File: src/rtl/hamming_pkg.sv
// ============================================================================
// Module   : hamming_pkg
// Purpose  : Shared SECDED Hamming parameters, position helpers and the
//            serial decoder state encoding.
// Revision : 1.0 - initial release
// ============================================================================
`default_nettype none

package hamming_pkg;

  // Number of Hamming parity bits, not counting the overall parity bit.
  localparam int R = 4;
  // Extended codeword length: position 0 carries the overall parity.
  localparam int N = 1 << R;
  // Payload bits per codeword.
  localparam int K = N - R - 1;

  // Index of the final codeword position, in the width of the position counter.
  localparam logic [R-1:0] LAST_POS = R'(N - 1);

  // Serial decoder control states.
  typedef enum logic [1:0] {
    ST_IDLE = 2'd0,
    ST_RECV = 2'd1,
    ST_DONE = 2'd2
  } state_t;

  // True for the Hamming parity positions 1, 2, 4, 8, ...
  // Position 0 is the overall parity bit and is not treated as a power of two.
  function automatic logic is_pow2(input int pos);
    return (pos > 0) && ((pos & (pos - 1)) == 0);
  endfunction

  // Maps a data-carrying codeword position to its payload bit index.
  // Payload bits occupy the non-power-of-two positions in ascending order,
  // so position 3 is payload bit 0 and position N-1 is payload bit K-1.
  function automatic int data_index(input int pos);
    int j;
    j = 0;
    for (int p = 1; p < pos; p++) begin
      if (!is_pow2(p)) begin
        j++;
      end
    end
    return j;
  endfunction

endpackage : hamming_pkg

`default_nettype wire

File: src/rtl/hamming_decoder_if.sv
// ============================================================================
// Module   : hamming_decoder_if
// Purpose  : Serial codeword input and parallel payload output bundle of the
//            serial SECDED decoder.
// Revision : 1.0 - initial release
// ============================================================================
`default_nettype none

interface hamming_decoder_if;
  import hamming_pkg::*;

  // Serial receive side
  logic         datain;
  logic         in_valid;
  logic         sof;

  // Parallel payload side
  logic [K-1:0] dataout;
  logic         out_valid;
  logic         err_corr;
  logic         err_dbl;
  logic         busy;

  // Channel / bench side: drives the serial bits, consumes the payload.
  modport master (
    output datain,
    output in_valid,
    output sof,
    input  dataout,
    input  out_valid,
    input  err_corr,
    input  err_dbl,
    input  busy
  );

  // Decoder side.
  modport slave (
    input  datain,
    input  in_valid,
    input  sof,
    output dataout,
    output out_valid,
    output err_corr,
    output err_dbl,
    output busy
  );

endinterface : hamming_decoder_if

`default_nettype wire

File: src/rtl/hamming_extract.sv
// ============================================================================
// Module   : hamming_extract
// Purpose  : Combinational payload extraction: gathers the K data bits from
//            the non-power-of-two positions of an N-bit codeword.
// Revision : 1.0 - initial release
// ============================================================================
`default_nettype none

module hamming_extract
  import hamming_pkg::*;
(
  input  wire logic [N-1:0] cw,
  output logic      [K-1:0] data
);

  // Parity positions carry no payload; they are gathered here only so the
  // whole codeword bus is visibly consumed.
  logic w_unused_cw;
  assign w_unused_cw = ^cw;

  genvar p;
  generate
    for (p = 1; p < N; p++) begin : g_pos
      if (!is_pow2(p)) begin : g_data
        assign data[data_index(p)] = cw[p];
      end
    end
  endgenerate

endmodule : hamming_extract

`default_nettype wire

File: src/rtl/hamming_decoder.sv
// ============================================================================
// Module   : hamming_decoder
// Purpose  : Serial-in SECDED extended-Hamming decoder. Collects one N-bit
//            codeword bit-serially (position 0 first), accumulates syndrome
//            and overall parity on the fly, then corrects single errors,
//            flags double errors and presents the K payload bits in parallel.
// Revision : 1.0 - initial release
// ============================================================================
`default_nettype none

module hamming_decoder
  import hamming_pkg::*;
(
  input wire logic         clk,
  input wire logic         rst_n,
  hamming_decoder_if.slave bus
);

  // Receive state
  state_t         r_state;
  logic [R-1:0]   r_pos;       // position of the next expected bit
  logic [R-1:0]   r_syn;       // XOR of the positions of all received ones
  logic           r_par;       // XOR of all received bits, position 0 included
  logic [N-1:0]   r_cw;        // received codeword, bit i = position i

  // Registered outputs
  logic [K-1:0]   r_dataout;
  logic           r_out_valid;
  logic           r_err_corr;
  logic           r_err_dbl;
  logic           r_busy;

  // Correction path
  logic           w_sof_bit;
  logic [N-1:0]   w_flip;
  logic [N-1:0]   w_cw_fix;
  logic [K-1:0]   w_data;

  // A start-of-frame bit is honoured in every state: it opens a frame from
  // IDLE, aborts a partial frame in RECV, and chains frames from DONE.
  assign w_sof_bit = bus.in_valid & bus.sof;

  // With odd overall parity the syndrome names the single bad position;
  // syndrome 0 means the overall parity bit itself was hit. Even parity
  // with a non-zero syndrome is a double error and must not be touched.
  assign w_flip   = r_par ? (N'(1) << r_syn) : '0;
  assign w_cw_fix = r_cw ^ w_flip;

  hamming_extract u_extract (
    .cw   (w_cw_fix),
    .data (w_data)
  );

  // Frame FSM, syndrome/parity accumulation and registered result outputs.
  always_ff @(posedge clk or negedge rst_n) begin
    if (!rst_n) begin
      r_state     <= ST_IDLE;
      r_pos       <= '0;
      r_syn       <= '0;
      r_par       <= 1'b0;
      r_cw        <= '0;
      r_dataout   <= '0;
      r_out_valid <= 1'b0;
      r_err_corr  <= 1'b0;
      r_err_dbl   <= 1'b0;
      r_busy      <= 1'b0;
    end else begin
      r_out_valid <= 1'b0;

      // Result of the frame that just completed; uses the pre-update
      // accumulators, so a chained sof in the same cycle is harmless.
      if (r_state == ST_DONE) begin
        r_out_valid <= 1'b1;
        r_dataout   <= w_data;
        r_err_corr  <= r_par;
        r_err_dbl   <= ~r_par & (r_syn != '0);
      end

      if (w_sof_bit) begin
        // Position 0 contributes nothing to the syndrome, only to parity.
        r_state <= ST_RECV;
        r_pos   <= R'(1);
        r_syn   <= '0;
        r_par   <= bus.datain;
        r_cw    <= N'(bus.datain);
        r_busy  <= 1'b1;
      end else begin
        case (r_state)
          ST_IDLE: begin
            // Bits outside a frame are dropped until the next sof.
            r_state <= ST_IDLE;
          end

          ST_RECV: begin
            if (bus.in_valid) begin
              r_cw[r_pos] <= bus.datain;
              r_syn       <= r_syn ^ (bus.datain ? r_pos : '0);
              r_par       <= r_par ^ bus.datain;
              if (r_pos == LAST_POS) begin
                r_state <= ST_DONE;
                r_busy  <= 1'b0;
              end else begin
                r_pos <= r_pos + 1'b1;
              end
            end
          end

          ST_DONE: begin
            r_state <= ST_IDLE;
          end

          default: begin
            r_state <= ST_IDLE;
            r_busy  <= 1'b0;
          end
        endcase
      end
    end
  end

  assign bus.dataout   = r_dataout;
  assign bus.out_valid = r_out_valid;
  assign bus.err_corr  = r_err_corr;
  assign bus.err_dbl   = r_err_dbl;
  assign bus.busy      = r_busy;

endmodule : hamming_decoder

`default_nettype wire

File: src/flat_wrapper.sv
// flat-port wrapper written by rule: the top's interface ports become plain ports
module hamming_decoder_flat import hamming_pkg::*;
  (clk, rst_n, bus_datain, bus_in_valid, bus_sof, bus_dataout, bus_out_valid, bus_err_corr, bus_err_dbl, bus_busy);
  hamming_decoder_if bus_i ();
  input wire logic clk;
  input wire logic rst_n;
  input wire logic [$bits(bus_i.datain)-1:0] bus_datain;
  input wire logic [$bits(bus_i.in_valid)-1:0] bus_in_valid;
  input wire logic [$bits(bus_i.sof)-1:0] bus_sof;
  output wire logic [$bits(bus_i.dataout)-1:0] bus_dataout;
  output wire logic [$bits(bus_i.out_valid)-1:0] bus_out_valid;
  output wire logic [$bits(bus_i.err_corr)-1:0] bus_err_corr;
  output wire logic [$bits(bus_i.err_dbl)-1:0] bus_err_dbl;
  output wire logic [$bits(bus_i.busy)-1:0] bus_busy;
  assign bus_i.datain = bus_datain;
  assign bus_i.in_valid = bus_in_valid;
  assign bus_i.sof = bus_sof;
  assign bus_dataout = bus_i.dataout;
  assign bus_out_valid = bus_i.out_valid;
  assign bus_err_corr = bus_i.err_corr;
  assign bus_err_dbl = bus_i.err_dbl;
  assign bus_busy = bus_i.busy;
  hamming_decoder u_core (.clk(clk), .rst_n(rst_n), .bus(bus_i));
endmodule
File: config.mk
export PLATFORM = sky130hd
export DESIGN_NAME = hamming_decoder_flat
export DESIGN_NICKNAME = d
export VERILOG_FILES = /design/src/rtl/hamming_pkg.sv /design/src/rtl/hamming_decoder_if.sv /design/src/rtl/hamming_extract.sv /design/src/rtl/hamming_decoder.sv /design/src/flat_wrapper.sv
export SDC_FILE = /design/constraint.sdc
export NUM_CORES = 1
export LEC_CHECK = 0
export CAP_MARGIN = 30
export CORE_MARGIN = 2
export CORE_UTILIZATION = 40
export DETAILED_ROUTE_END_ITERATION = 12
export PLACE_DENSITY = 0.72
export SETUP_SLACK_MARGIN = 0.3
export SLEW_MARGIN = 40
export SYNTH_ARGS = -nofsm -noshare
export SYNTH_HDL_FRONTEND = slang
export SYNTH_SLANG_ARGS = --single-unit
File: constraint.sdc
create_clock -name clk -period 1.3 [get_ports clk]
set_input_delay 0.26 -clock clk [delete_from_list [all_inputs] [get_ports clk]]
set_output_delay 0.26 -clock clk [all_outputs]
set_load 0.005 [all_outputs]
Word level (Yosys, flattened, before mapping)
Cells that the tools add are included.
Widths: inputs -> output; s select.
{"block": "classes", "n_addsub": 1, "n_reduce_logical": 10, "order_cmp": 2, "shifts": 1, "muxes": 27, "n_eq_ne": 7, "n_bitwise": 6, "n_mul": 0, "n_div": 0}
{"operator": "$mux 16", "n": 4}
{"operator": "$mux 4", "n": 8}
{"operator": "$bwmux 16", "n": 1}
{"operator": "$shl 1x4->16 const A", "n": 1}
{"operator": "$xor 16x16->16", "n": 1}
{"operator": "$mux 1", "n": 8}
{"operator": "$mux 2", "n": 4}
{"operator": "$reduce_and 3->1", "n": 2}
{"operator": "$lt 4x5->1 const B", "n": 1}
{"operator": "$add 4x1->4 const B", "n": 1}
{"operator": "$demux 1 s4", "n": 1}
{"operator": "$eq 4x4->1 const B", "n": 1}
{"operator": "$ge 4x1->1 const B", "n": 1}
{"operator": "$ne 2x1->1 const B", "n": 2}
{"operator": "$reduce_and 2->1", "n": 2}
{"operator": "$reduce_bool 2->1", "n": 2}
{"operator": "$reduce_bool 4->1", "n": 1}
{"operator": "$xor 4x4->4", "n": 1}
{"operator": "$ne 3x1->1 const B", "n": 1}
{"operator": "$ne 3x2->1 const B", "n": 1}
{"operator": "$and 1x1->1", "n": 2}
{"operator": "$eq 2x1->1 const B", "n": 1}
{"operator": "$eq 2x2->1 const B", "n": 1}
{"operator": "$logic_not 2->1", "n": 1}
{"operator": "other kinds (5)", "n": 5}
{"block": "word_totals", "word_cells": 64, "register_bits": 42, "mem_bits_rw": 0, "out_inout_bits": 15, "latch_bits": 0, "mem_count": 0, "mem_bits_ro": 0}

Longest topological paths before layout
{"block": "depth", "word_depth": 8, "ltp_mapped": 5, "mapped_depth_nobuf": 4}

By module
Synthesis repeated with hierarchy kept, for this count alone.
{"block": "hier_totals", "cells_unflattened": 228, "hier_area_um2": 2371.0}
{"module": "hamming_decoder", "cells_per_inst": 217, "n_inst": 1, "seq_area_each_um2": 1051.0, "area_per_inst_um2": 2288.4}
{"module": "hamming_extract", "cells_per_inst": 11, "n_inst": 1, "seq_area_each_um2": 0.0, "area_per_inst_um2": 82.6}

Least setup slack after synthesis
Ideal clock, no wire load.
{"block": "synth_timing", "kind": "reg2reg", "startpoint": "register u_core.r_pos[0]", "endpoint": "register u_core.r_cw[15]", "period_less_slack_ns": 1.223, "required_ns": 1.221, "n_path_buf": 0, "setup_slack_ns": 0.077, "t_arrival_ns": 1.144, "stages_incl_launch_ff": 5, "setup_time_ns": 0.079, "path_cell_list": "dfrtp_1 > ha_1 > and4b_1 > nand2_1 > mux2i_1"}
{"block": "synth_between", "elab_chain_cells": 8, "word_cells_on_any_way": 9}
{"element": "from (decl)", "line_no": "hamming_decoder.sv:21", "text": "logic [R-1:0] r_pos;"}
{"element": "from (signal assigned)", "line_no": "hamming_decoder.sv:103", "text": "r_pos <= r_pos + 1'b1;"}
{"element": "$lt 4x5->1 (not written as such) / $ge 4x1->1 (equally long branches)", "line_no": "hamming_decoder.sv:96", "text": "r_cw[r_pos] <= bus.datain;"}
{"element": "$logic_and 1x1->1 (not written as such)", "line_no": "hamming_decoder.sv:96"}
{"element": "$mux 1 (not written as such)", "line_no": "hamming_decoder.sv:96"}
{"element": "$demux 1 s4 *"}
{"element": "$bwmux 16 *", "line_no": "hamming_decoder.sv:96"}
{"element": "$mux 16 *", "line_no": "hamming_decoder.sv:95", "text": "if (bus.in_valid) begin"}
{"element": "$mux 16 *", "line_no": "hamming_decoder.sv:88", "text": "case (r_state)"}
{"element": "$mux 16 *", "line_no": "hamming_decoder.sv:79", "text": "if (w_sof_bit) begin"}
{"element": "to (signal assigned)", "line_no": "hamming_decoder.sv:85", "text": "r_cw <= N'(bus.datain);"}
{"element": "to (signal, indexed assignment)", "line_no": "hamming_decoder.sv:96"}
{"element": "to (decl)", "line_no": "hamming_decoder.sv:24", "text": "logic [N-1:0] r_cw;"}
Every way passes the cells marked *; elsewhere a longest branch is shown, timed or not. The select of a mux whose other input is x is not followed.
A chain may end at the register's enable or synchronous reset.

Worst setup path in the final report
{"block": "layout_timing", "startpoint": "register u_core.r_state[1]", "endpoint": "register u_core.r_par"}
{"block": "layout_between", "elab_chain_cells": 3}
{"element": "from (decl)", "line_no": "hamming_decoder.sv:20", "text": "state_t r_state;"}
{"element": "from (signal assigned)", "line_no": "hamming_decoder.sv:57", "text": "r_state <= ST_IDLE;"}
{"element": "from (signal assigned)", "line_no": "hamming_decoder.sv:81", "text": "r_state <= ST_RECV;"}
{"element": "from (signal assigned)", "line_no": "hamming_decoder.sv:91", "text": "r_state <= ST_IDLE;"}
{"element": "$eq 2x1->1", "line_no": "hamming_decoder.sv:88"}
{"element": "$reduce_bool 2->1 (no source line)"}
{"element": "$reduce_and 2->1 (no source line)"}
{"element": "to (signal assigned)", "line_no": "hamming_decoder.sv:84", "text": "r_par <= bus.datain;"}
{"element": "to (signal assigned)", "line_no": "hamming_decoder.sv:98", "text": "r_par <= r_par ^ bus.datain;"}
{"element": "to (decl)", "line_no": "hamming_decoder.sv:23", "text": "logic r_par;"}
No other way between the ends.

==> results.cfg <==
[outcome]
status = finished, violations left
violations = negative setup slack

[grt]
grt_pass1_wl_um = 8710
overflow = 0
grt_max_degree = 38
grt.total_usage_pct = 21.5
grt_pass1_vias = 1832
antenna_found_initial = 0

[setup_path]
max_stage_delay_ns = 0.44
cp_data_arrival_time_ns = 1.51
cp.required_ns = 1.47
cp_top_family = flip-flops
cp-end-kind = flip-flop
cp_num_buf_inv = 3
ff2ff_path_depth = 6
worst-r2r-setup-slack_ns = -0.04
r2r_start = u_core.r_state[1]$_DFFE_PN0P_
cpMostUsedCell = buf_6
path_cells = buf_6, nor2b_4, buf_4, buf_6, o211ai_1, xor2_1
path_max_fanout = 3
critPathKind = reg2reg
start_kind = flip-flop
crit_slowest_cell = dfrtp_2
r2r_end = u_core.r_par$_DFFE_PN0P_

[drt]
drt_pass1_iterations = 4
vias_per_cell = 5.56
drc_errors = 0
drt_iter0_markers = 88
drtAntennaViolNets = 0
routed_wirelength_um = 5330
avgRoutedWirePerCell_um = 16.8
via_count = 1768

[final_layout]
stdcell_count = 318
diodes = 0
drive_above_1_share_pct = 52.3
final_area_um2 = 3100
areaGrowthSynthToFinish_pct = 62.8
finalNetCount = 272
nFillCells = 363
fin_util_pct = 66.4

[floorplanning]
die_area_um2 = 5320
initial_utilization_pct = 40.8
die_w_um = 73.0
ios = 20
fp-row-count = 25
core_um2 = 4660
die_h_um = 73.0

[synth]
synth_cell_types = 37
synthTopCellsByArea = dfrtp_1 49%, mux2i_1 8.4%, o2111ai_1 4.6%
postSynthCellCount = 191
yosys_warnings = 0
synth_area_leader_cell = dfrtp_1
seq_area_frac_synth_pct = 48.7
syn_nets = 200
synth-seq-cells = 37
synthesis.area_um2 = 1900
syn_area_per_cell_um2 = 9.96
synth_top_area_share_pct = 48.7

[timing]
fmax_ghz = 0.744
fin_tns_setup_ns = -0.160
finalMaxSlewViolations = 0
hold_viol_final = 0
fin_skew_ns = 0.00644
setup_viol = 10
slew_headroom_pct = 68.2
worst_pin_slew_ns = 0.477
finalCritPeriodShare_pct = 103
finalCriticalPeriod_ns = 1.34
rsz0062_at_grt = true
fin_ws_ns = -0.0438

[power_and_ir_drop]
cellPowerDensity_nw_per_um2 = 986
power.leakage_nw = 1.43
peakVddDrop_mv = 0.699

[clock_tree]
clk_latency_ns = 0.29
numCtsBuffers = 5
cts_tree = built
clockRootBuffer = clkbuf_8
cts_hold_buffers = 0
htreeDepth = 2
path_clk_slew_ns = 0.08
cts_num_sinks = 37
clk_path_buf_depth = 2

[placement]
dp.cells = 269
place_congestion = 0.821
placed_cell_area_um2 = 2340
io_buffer_count = 19
post-place-ws_ns = -0.312
dpl.hpwl_um = 2830

[flow_run]
cap_violations = 0

[min_path]
min_path_type = in2async
## how the worst max path moves through the flow
stage,from,end,cells after the start
after floorplan,u_core.r_pos[0]$_DFFE_PN0P_,u_core.r_pos[2]$_DFFE_PN0P_,4
after global placement,bus_in_valid,u_core.r_pos[1]$_DFFE_PN0P_,4
after detailed placement,bus_in_valid,u_core.r_pos[1]$_DFFE_PN0P_,4
after CTS,u_core.r_syn[3]$_DFFE_PN0P_,u_core.bus.dataout[1]$_DFFE_PN0N_,3
after global routing,u_core.r_state[1]$_DFFE_PN0P_,u_core.r_cw[10]$_DFFE_PN0P_,5
final,u_core.r_state[1]$_DFFE_PN0P_,u_core.r_par$_DFFE_PN0P_,6
## power breakdown
group / leakage [nW] / internal (mW) / switching (mW)
clock: 0.0450 / 0.372 / 0.420
combinational: 0.899 / 0.422 / 0.427
sequential: 0.485 / 1.25 / 0.164
total: 1.43 / 2.04 / 1.01
## final cells by class
class	count	area (um^2)	area share (%)
Multi-Input combinational cell	138	1280	41.5
Tap cell	54	67.6	2.18
Timing Repair Buffer	78	714	23.1
Clock buffer	6	72.6	2.34
Clock inverter	2	10.0	0.323
Inverter	3	11.3	0.364
Sequential cell	37	936	30.2
## layer usage
| layer | routed length [um] | GRT usage, % | vias to the layer above |
|---|---|---|---|
| li1 | - | - | 841 |
| met1 | 2210 | 24.9 | 896 |
| met2 | 2940 | 40.6 | 25 |
| met3 | 138 | 3.18 | 6 |
| met4 | 38 | 5.97 | 0 |
| met5 | 0 | 0 | - |
## placed cells by master (no fill, tap or decap), drive strengths merged, types with 2 or more instances in the layout
cell	Yosys	routed
nand2b	8	8
nor2	13	13
inv	3	3
a21oi	2	2
buf	6	75
a31oi	11	11
dfrtp	37	37
or4	2	2
nor2b	4	4
mux2	2	2
clkinv	0	2
nand3	3	3
dlygate4sd2	0	3
nand2	24	24
o21ai	13	13
ha	4	4
o2111ai	10	10
o31ai	2	2
or3	9	9
nand3b	2	2
mux2i	16	16
clkbuf	7	6
## cell families after synthesis
kind of cell / synth area share [%]
buffers and inverters: 3.55
multiplexers: 9.60
AO/OA/AOI/OAI: 15.3
flip-flops: 48.7
AND/OR/NAND/NOR: 19.7
adder cells (fa/ha/maj): 2.63
XOR/XNOR: 0.461
## what timing repair did
| item | in CTS | in global routing |
|---|---|---|
| pin swaps | 15 | 16 |
| resized for setup | 122 | 8 |
| setup buffers | 26 | 12 |
| setup endpoints to repair | 52 | 52 |
| cloned | 3 | 0 |
| endpoints found under the hold margin | 0 | 0 |
## worst reg2reg max path: cells and delay by family (launching register included)
family	cells	cell delay (ns)
DFF	1	0.44
and+or+nand+nor	1	0.15
buffers and inverters	3	0.36
AOI/OAI and AO/OA	1	0.10
xor gates and xnor gates	1	0.18
## registers in the layout, indices dropped and copies added, names as in the netlist
| name | cells |
|---|---|
| u_core.bus.dataout | 11 |
| u_core.r_cw | 11 |
| u_core.r_pos | 4 |
| u_core.r_syn | 4 |
| u_core.r_state | 2 |
| u_core.bus.busy | 1 |
| u_core.bus.err_corr | 1 |
| u_core.bus.err_dbl | 1 |
| u_core.bus.out_valid | 1 |
| u_core.r_par | 1 |
## synth_stat cells (all sizes together)
library cell and instances:
dfrtp 37, nand2 24, mux2i 16, nor2 13, o21ai 13, a31oi 11, o2111ai 10, or3 9
nand2b 8, clkbuf 7, buf 6, ha 4, nor2b 4, inv 3, nand3 3, a21oi 2
mux2 2, nand3b 2, o31ai 2, or4 2, a221oi 1, a22o 1, a41o 1, and2 1
and3 1, and3b 1, and4 1, and4b 1, nand4 1, nor4 1, o211a 1, o211ai 1
xor2 1
## metrics by stage
stage,hold WS (ns),power (mW)
floorplan,-0.0356,1.71
global placement,0.332,1.92
detailed placement,0.333,1.94
CTS,0.0266,3.02
global route,0.0513,3.19
finish,0.00421,3.05
Power figures use the tool's default switching activity.
